**src/rtl/bira_latency_monitor.sv**
```systemverilog
// bira_latency_monitor
//
// Watches NUM_CH BIRA repair sessions in parallel and measures, per channel,
// the cycles from end-of-test to repair completion (or early termination /
// timeout). Each finished session becomes one record that a round-robin
// arbiter moves into a show-ahead FIFO read through a valid/ready port.
//
// Ports
//   clk          rising-edge clock
//   rst          asynchronous, active-low reset
//   test         per-channel test-active level
//   test_end     per-channel end-of-test marker (rising edge)
//   early_term   per-channel early termination (rising edge)
//   repair       per-channel repair-busy level (falling edge)
//   solution     per-channel solution words, channel c at [c*SOL_W +: SOL_W]
//   busy         channel FSM not idle
//   rec_valid    FIFO holds at least one record
//   rec_ready    consumer takes the head record this cycle
//   rec_ch       head record channel
//   rec_code     head record code: 0 repaired, 1 early, 2 timeout
//   rec_cycles   head record latency in cycles
//   rec_solution head record solution word
//   drop_cnt     sessions lost while a channel still held its record (saturating)
module bira_latency_monitor #(
  parameter int NUM_CH     = 4,
  parameter int CNT_W      = 20,
  parameter int SOL_W      = 16,
  parameter int FIFO_DEPTH = 8,
  parameter int CH_W       = (NUM_CH > 1) ? $clog2(NUM_CH) : 1
) (
  input  logic                    clk,
  input  logic                    rst,
  input  logic [NUM_CH-1:0]       test,
  input  logic [NUM_CH-1:0]       test_end,
  input  logic [NUM_CH-1:0]       early_term,
  input  logic [NUM_CH-1:0]       repair,
  input  logic [NUM_CH*SOL_W-1:0] solution,
  output logic [NUM_CH-1:0]       busy,
  output logic                    rec_valid,
  input  logic                    rec_ready,
  output logic [CH_W-1:0]         rec_ch,
  output logic [1:0]              rec_code,
  output logic [CNT_W-1:0]        rec_cycles,
  output logic [SOL_W-1:0]        rec_solution,
  output logic [7:0]              drop_cnt
);

  localparam int PTR_W  = $clog2(FIFO_DEPTH);
  localparam int FCNT_W = PTR_W + 1;
  localparam logic [CNT_W-1:0] CNT_MAX  = '1;
  localparam logic [CNT_W-1:0] CNT_LAST = {{(CNT_W-1){1'b1}}, 1'b0};

  typedef enum logic [1:0] {S_IDLE, S_ARMED, S_COUNT, S_PEND} ch_state_e;
  typedef enum logic [1:0] {
    CODE_REPAIRED = 2'd0,
    CODE_EARLY    = 2'd1,
    CODE_TIMEOUT  = 2'd2
  } rec_code_e;

  typedef struct packed {
    logic [CH_W-1:0]  ch;
    logic [1:0]       code;
    logic [CNT_W-1:0] cycles;
    logic [SOL_W-1:0] sol;
  } rec_t;

  // ---------------------------------------------------------------- edges
  logic [NUM_CH-1:0] test_prev_q, end_prev_q, early_prev_q, repair_prev_q;
  logic [NUM_CH-1:0] test_rise, end_rise, early_rise, repair_fall;

  assign test_rise   = test & ~test_prev_q;
  assign end_rise    = test_end & ~end_prev_q;
  assign early_rise  = early_term & ~early_prev_q;
  assign repair_fall = ~repair & repair_prev_q;

  // NOTE: sequential state is updated with non-blocking assignments only, so
  // every register samples the pre-edge value of every other register.
  always_ff @(posedge clk or negedge rst) begin
    if (!rst) begin
      test_prev_q   <= '0;
      end_prev_q    <= '0;
      early_prev_q  <= '0;
      repair_prev_q <= '0;
    end else begin
      test_prev_q   <= test;
      end_prev_q    <= test_end;
      early_prev_q  <= early_term;
      repair_prev_q <= repair;
    end
  end

  // ------------------------------------------------------------- channels
  logic [NUM_CH-1:0] pend, drop_hit, grant_oh;
  logic [1:0]        ch_code   [NUM_CH];
  logic [CNT_W-1:0]  ch_cycles [NUM_CH];
  logic [SOL_W-1:0]  ch_sol    [NUM_CH];

  for (genvar g = 0; g < NUM_CH; g++) begin : g_ch
    ch_state_e        state_q, state_d;
    logic [CNT_W-1:0] cnt_q, cnt_d, cnt_inc;
    logic [CNT_W-1:0] cycles_q, cycles_d;
    logic [1:0]       code_q, code_d;
    logic [SOL_W-1:0] sol_q, sol_d, sol_in;

    assign cnt_inc = cnt_q + 1'b1;
    assign sol_in  = solution[g*SOL_W +: SOL_W];

    // NOTE: every variable gets its hold value before the case statement, so
    // no path through the block leaves one unassigned and no latch is inferred.
    always_comb begin
      state_d  = state_q;
      cnt_d    = cnt_q;
      cycles_d = cycles_q;
      code_d   = code_q;
      sol_d    = sol_q;
      case (state_q)
        S_IDLE: begin
          if (test_rise[g]) state_d = S_ARMED;
        end
        S_ARMED: begin
          if (early_rise[g]) begin
            state_d  = S_PEND;
            code_d   = CODE_EARLY;
            cycles_d = '0;
            sol_d    = sol_in;
          end else if (end_rise[g]) begin
            state_d = S_COUNT;
            cnt_d   = '0;
          end else if (!test[g]) begin
            state_d = S_IDLE;
          end
        end
        S_COUNT: begin
          // Latency reported includes the cycle the terminating event is seen.
          cnt_d = cnt_inc;
          if (early_rise[g]) begin
            state_d  = S_PEND;
            code_d   = CODE_EARLY;
            cycles_d = cnt_inc;
            sol_d    = sol_in;
          end else if (repair_fall[g]) begin
            state_d  = S_PEND;
            code_d   = CODE_REPAIRED;
            cycles_d = cnt_inc;
            sol_d    = sol_in;
          end else if (cnt_q == CNT_LAST) begin
            state_d  = S_PEND;
            code_d   = CODE_TIMEOUT;
            cycles_d = CNT_MAX;
            sol_d    = sol_in;
          end
        end
        S_PEND: begin
          if (grant_oh[g]) state_d = S_IDLE;
        end
        default: state_d = S_IDLE;
      endcase
    end

    always_ff @(posedge clk or negedge rst) begin
      if (!rst) begin
        state_q  <= S_IDLE;
        cnt_q    <= '0;
        cycles_q <= '0;
        code_q   <= CODE_REPAIRED;
        sol_q    <= '0;
      end else begin
        state_q  <= state_d;
        cnt_q    <= cnt_d;
        cycles_q <= cycles_d;
        code_q   <= code_d;
        sol_q    <= sol_d;
      end
    end

    assign busy[g]      = (state_q != S_IDLE);
    assign pend[g]      = (state_q == S_PEND);
    // A new session that starts while the old record is still waiting is lost.
    assign drop_hit[g]  = (state_q == S_PEND) && test_rise[g];
    assign ch_code[g]   = code_q;
    assign ch_cycles[g] = cycles_q;
    assign ch_sol[g]    = sol_q;
  end

  // --------------------------------------------------------------- arbiter
  logic [CH_W-1:0]   rr_ptr_q;
  logic [CH_W-1:0]   grant_ch, cand;
  logic [CH_W:0]     sum;
  logic              grant_vld, push_ok, push, pop;
  logic [FCNT_W-1:0] fifo_cnt_q, fifo_cnt_d;

  assign pop     = (fifo_cnt_q != '0) && rec_ready;
  assign push_ok = (fifo_cnt_q < FCNT_W'(FIFO_DEPTH)) || pop;

  always_comb begin
    grant_vld = 1'b0;
    grant_ch  = '0;
    sum       = '0;
    cand      = '0;
    for (int i = 0; i < NUM_CH; i++) begin
      sum = {1'b0, rr_ptr_q} + (CH_W+1)'(i);
      if (sum >= (CH_W+1)'(NUM_CH)) sum = sum - (CH_W+1)'(NUM_CH);
      cand = sum[CH_W-1:0];
      if (!grant_vld && push_ok && pend[cand]) begin
        grant_vld = 1'b1;
        grant_ch  = cand;
      end
    end
  end

  assign push     = grant_vld;
  assign grant_oh = grant_vld ? (NUM_CH'(1) << grant_ch) : '0;

  always_ff @(posedge clk or negedge rst) begin
    if (!rst) begin
      rr_ptr_q <= '0;
    end else if (grant_vld) begin
      rr_ptr_q <= (grant_ch == CH_W'(NUM_CH - 1)) ? '0 : grant_ch + 1'b1;
    end
  end

  // ------------------------------------------------------------------ FIFO
  rec_t             push_rec, head_q, head_d;
  rec_t             mem_q [FIFO_DEPTH];
  logic [PTR_W-1:0] rd_ptr_q, rd_ptr_d, wr_ptr_q, wr_ptr_d;

  assign push_rec = '{ch:     grant_ch,
                      code:   ch_code[grant_ch],
                      cycles: ch_cycles[grant_ch],
                      sol:    ch_sol[grant_ch]};

  always_comb begin
    rd_ptr_d   = rd_ptr_q;
    wr_ptr_d   = wr_ptr_q;
    fifo_cnt_d = fifo_cnt_q;
    head_d     = head_q;
    if (push) wr_ptr_d = wr_ptr_q + 1'b1;
    if (pop)  rd_ptr_d = rd_ptr_q + 1'b1;
    case ({push, pop})
      2'b10:   fifo_cnt_d = fifo_cnt_q + 1'b1;
      2'b01:   fifo_cnt_d = fifo_cnt_q - 1'b1;
      default: fifo_cnt_d = fifo_cnt_q;
    endcase
    // The head register holds its last value when the FIFO runs empty; the
    // entry written this cycle becomes the head directly when nothing is ahead.
    if (fifo_cnt_d != '0) begin
      head_d = (push && (rd_ptr_d == wr_ptr_q)) ? push_rec : mem_q[rd_ptr_d];
    end
  end

  always_ff @(posedge clk or negedge rst) begin
    if (!rst) begin
      rd_ptr_q   <= '0;
      wr_ptr_q   <= '0;
      fifo_cnt_q <= '0;
      head_q     <= '0;
    end else begin
      rd_ptr_q   <= rd_ptr_d;
      wr_ptr_q   <= wr_ptr_d;
      fifo_cnt_q <= fifo_cnt_d;
      head_q     <= head_d;
    end
  end

  // NOTE: the storage array has no reset; pointers and count define which
  // entries are live, so stale contents are never observable.
  always_ff @(posedge clk) begin
    if (push) mem_q[wr_ptr_q] <= push_rec;
  end

  // ------------------------------------------------------------ drop count
  logic [7:0] drop_cnt_q;
  logic [8:0] drop_sum;

  assign drop_sum = {1'b0, drop_cnt_q} + 9'($countones(drop_hit));

  always_ff @(posedge clk or negedge rst) begin
    if (!rst) begin
      drop_cnt_q <= '0;
    end else begin
      drop_cnt_q <= drop_sum[8] ? 8'hFF : drop_sum[7:0];
    end
  end

  // --------------------------------------------------------------- outputs
  assign rec_valid    = (fifo_cnt_q != '0);
  assign rec_ch       = head_q.ch;
  assign rec_code     = head_q.code;
  assign rec_cycles   = head_q.cycles;
  assign rec_solution = head_q.sol;
  assign drop_cnt     = drop_cnt_q;

endmodule

```
**config.mk**
```make
export PLATFORM = sky130hd
export DESIGN_NAME = bira_latency_monitor
export DESIGN_NICKNAME = d
export VERILOG_FILES = /design/src/rtl/bira_latency_monitor.sv
export SDC_FILE = /design/constraint.sdc
export NUM_CORES = 1
export LEC_CHECK = 0
export CORE_MARGIN = 2
export CORE_UTILIZATION = 58
export CTS_BUF_LIST = sky130_fd_sc_hd__clkbuf_16
export CTS_CLUSTER_SIZE = 28
export DETAILED_ROUTE_END_ITERATION = 8
export DONT_BUFFER_PORTS = 1
export GPL_ROUTABILITY_DRIVEN = 0
export GPL_TIMING_DRIVEN = 0
export MAX_ROUTING_LAYER = met4
export PLACE_DENSITY = 0.86
export RECOVER_POWER = 25
export SLEW_MARGIN = 5
export SYNTH_ARGS = -nofsm -noshare
export SYNTH_HDL_FRONTEND = slang
export SYNTH_SLANG_ARGS = --single-unit
```
**constraint.sdc**
```tcl
create_clock -name clk -period 5.6 [get_ports clk]
set_input_delay 1.12 -clock clk [delete_from_list [all_inputs] [get_ports clk]]
set_output_delay 1.12 -clock clk [all_outputs]
set_load 0.05 [all_outputs]
```
==> run metrics <==
outcome=completed; clock sink total=636; crit path cell chain=clkbuf_1 > nand2_1 > nand2_1 > nor2_1 > nor2_2 > inv_2 > ha_1 > clkbuf_1 > xor2_1 > ha_1 > a21oi_1 > xnor2_1 > nand2b_1 > xnor2_1 > or4_1 > clkbuf_1 > clkbuf_2 > clkbuf_1 > o22a_1; die area=50100 µm²; Port Buffers=0; critical path arrival=5.85 ns; ranking of synthesized cells by area=edfxtp_1 (34%), dfrtp_1 (28%), mux2i_1 (5.5%); ratio of cells with drive above 1 in the final layout=0.0901; count leader, synth=nand2_1; Final #Nets=2506; Ys Warns=0; H-tree depth=2; R2R cell count=19; top sig layer=met4; DRC marker count from the first detailed-route iteration=2616; hold crit path type=primary input to asynchronous set/reset pin; latest clock arrival within the worst-skew pair=0.66 ns; vias in the first global route=20300; detailed-router iteration count before antenna repair=6; synthesized net count=2419; Site Rows=80; CTS tree=yes; WL/cell=25.2 µm; CTS resizes=1; cts bufs inserted=59; Post-DRT Antenna Nets=0; Data required, critical path=6.12 ns; sequential area share after synthesis=0.625; Syn Area/Cell=12.1 µm²; combined area of the multi-input logic cells=9890 µm²; fin. max-slew vios=0; Netlist Area Pre-Place=28000 µm²; RSZ-0062 raised after global routing=false; Detail Placement HPWL=53.6 mm; Fin. Hold Viols=0; Post-CTS Setup Bufs=0; Max Cap Viol=0; final setup margin=0.273 ns; top-area cell type share of the netlist area=0.343; Setup crit end kind=flip-flop; Largest stage delay, worst path=0.59 ns; Max Fclk=188 MHz; first-pass GRT wire length=117 mm; Cells after Synth=2315; Tot GR Track Use=0.317; skew final=0.0332 ns; initial antenna violation count=3; FF-to-FF setup slack=0.27 ns; DR WL met2=37.0 mm; vias per cell=6.67; Crit Path Class=flip-flop to flip-flop; Fin Setup TNS=0 ns; Async SR Flop Fraction=0.497; final worst path period share=0.951; biggest area consumer among synthesized cells=edfxtp_1; final WL=77.4 mm; Post-synth top flop=edfxtp_1; fin crit period=5.33 ns; Most Frequent Cell on Critical Path=clkbuf_1; pre-CTS WS=0.0541 ns; Residual DRC=0; clk root buf=clkbuf_16; worst-path maximum fanout=10; Max transition margin=0.0833; Area Overhead vs Synth=10.7%; Vert. Die Dim=224 µm; FF+latch area=17500 µm²; EDFF count, synth=320; pin slew with the least headroom to its limit=1.37 ns; crit path launch type=flip-flop; largest net degree at the start of global routing=317; fillers=3190; vias=20500; Clock transition at path regs=0.06 ns; Max clock buf depth=3; final setup vio count=0; Synth top cells by count=nand2_1 (326), edfxtp_1 (320), dfrtp_1 (316), nor2_1 (165), mux2i_1 (153); core box area=47700 µm²; die width=224 µm; hold buffers post-CTS=0; Met3 Routed Length=8.55 mm; Crit-path slowest cell=or4_1; post-layout util=0.650; wl on met1=28.0 mm; grt total ovfl=0; synthesis-stage register bit count=636; Netlist cell types=61; initial core utilization=0.587; I/O pin count=136
-- routing by layer --
layer,vias up,global-route usage
li1,8641,-
met1,10200,0.391
met2,1395,0.498
met3,285,0.0775
met4,0,0.146
met5,-,-
-- cells by family after synthesis --
family,after synthesis,synth area share
buf+inv,175,0.0247
xor+xnor,83,0.0262
fa+ha+maj,21,0.0102
compound gates,432,0.112
flops,636,0.625
simple gates,747,0.119
mux,221,0.0827
-- final timing paths --
path	start	to
worst min-delay path	rst	drop_cnt[6]$_DFF_PN0_
worst min register to register	g_ch[3].cycles_q[19]$_DFFE_PN0P_	g_ch[3].cycles_q[19]$_DFFE_PN0P_
worst max-delay path	g_ch[3].state_q[0]$_DFFE_PN0P_	rec_cycles[15]$_DFFE_PN0P_
min in group clk	early_term[2]	early_prev_q[2]$_DFF_PN0_
max in group asynchronous	rst	rec_cycles[15]$_DFFE_PN0P_
worst max register to register	g_ch[3].state_q[0]$_DFFE_PN0P_	rec_cycles[15]$_DFFE_PN0P_
-- critical path, delay by kind of cell, from the launching register on --
kind	cells	cell delay [ns]
compound gates	2	0.52
xor+xnor	3	0.53
fa+ha+maj	2	0.51
buf+inv	6	1.60
flops	1	0.32
simple gates	6	1.73
-- flip-flops by register name, indices dropped and copies added (netlist names), 8 cells and up, named ones only --
| name | count |
|---|---|
| g_ch.cycles_q | 80 |
| rec_solution | 16 |
| g_ch.sol_q | 64 |
| drop_cnt | 8 |
| mem_q | 320 |
| g_ch.code_q | 8 |
| g_ch.cnt_q | 80 |
| rec_cycles | 20 |
-- cell usage in the layout (no fill, tap or decap), drive strengths merged, types with 3 or more instances in the layout --
| cell type | n |
|---|---|
| diode | 3 |
| o22ai | 5 |
| clkbuf | 174 |
| nor4 | 5 |
| o21a | 6 |
| o21ai | 50 |
| nand2 | 326 |
| and4 | 7 |
| a21oi | 69 |
| ha | 18 |
| nor3 | 16 |
| dfrtp | 316 |
| nor2b | 15 |
| or3 | 7 |
| o221a | 7 |
| edfxtp | 320 |
| and3 | 46 |
| and2 | 9 |
| fa | 3 |
| nand2b | 20 |
| clkinv | 27 |
| buf | 58 |
| bufinv | 3 |
| mux2i | 154 |
| nor3b | 3 |
| or2 | 5 |
| xnor2 | 33 |
| nand4 | 23 |
| o221ai | 31 |
| o31ai | 22 |
| nand3 | 94 |
| a21o | 57 |
| mux2 | 66 |
| nor2 | 165 |
| o22a | 91 |
| xor2 | 50 |
| inv | 50 |
| a32oi | 32 |
| a31oi | 48 |
-- area by class of cell --
cell class	count	share of cell area
diodes	3	0.000242
clock buffers	59	0.0476
plain buffers	147	0.0190
inverters	28	0.00339
flip-flops and latches	636	0.565
multi-input cells	1504	0.319
clock inverters	53	0.0115
well taps	615	0.0248
repair buffers	26	0.0104
-- stage by stage --
| stage | hold slack [ns] | instance area, µm² | std cells |
|---|---|---|---|
| 2_1_floorplan | 0.459 | 28000 | 2315 |
| 3_3_place_gp | 0.476 | 28800 | 2930 |
| 3_5_place_dp | 0.480 | 29200 | 2956 |
| 4_1_cts | 0.169 | 31000 | 3068 |
| 5_1_grt | 0.181 | 31000 | 3071 |
| 6_report | 0.210 | 31000 | 3071 |
Power is left out: the tool's default activity adds up to more than one toggle a clock period on the data nets, which glitch-free logic cannot reach.
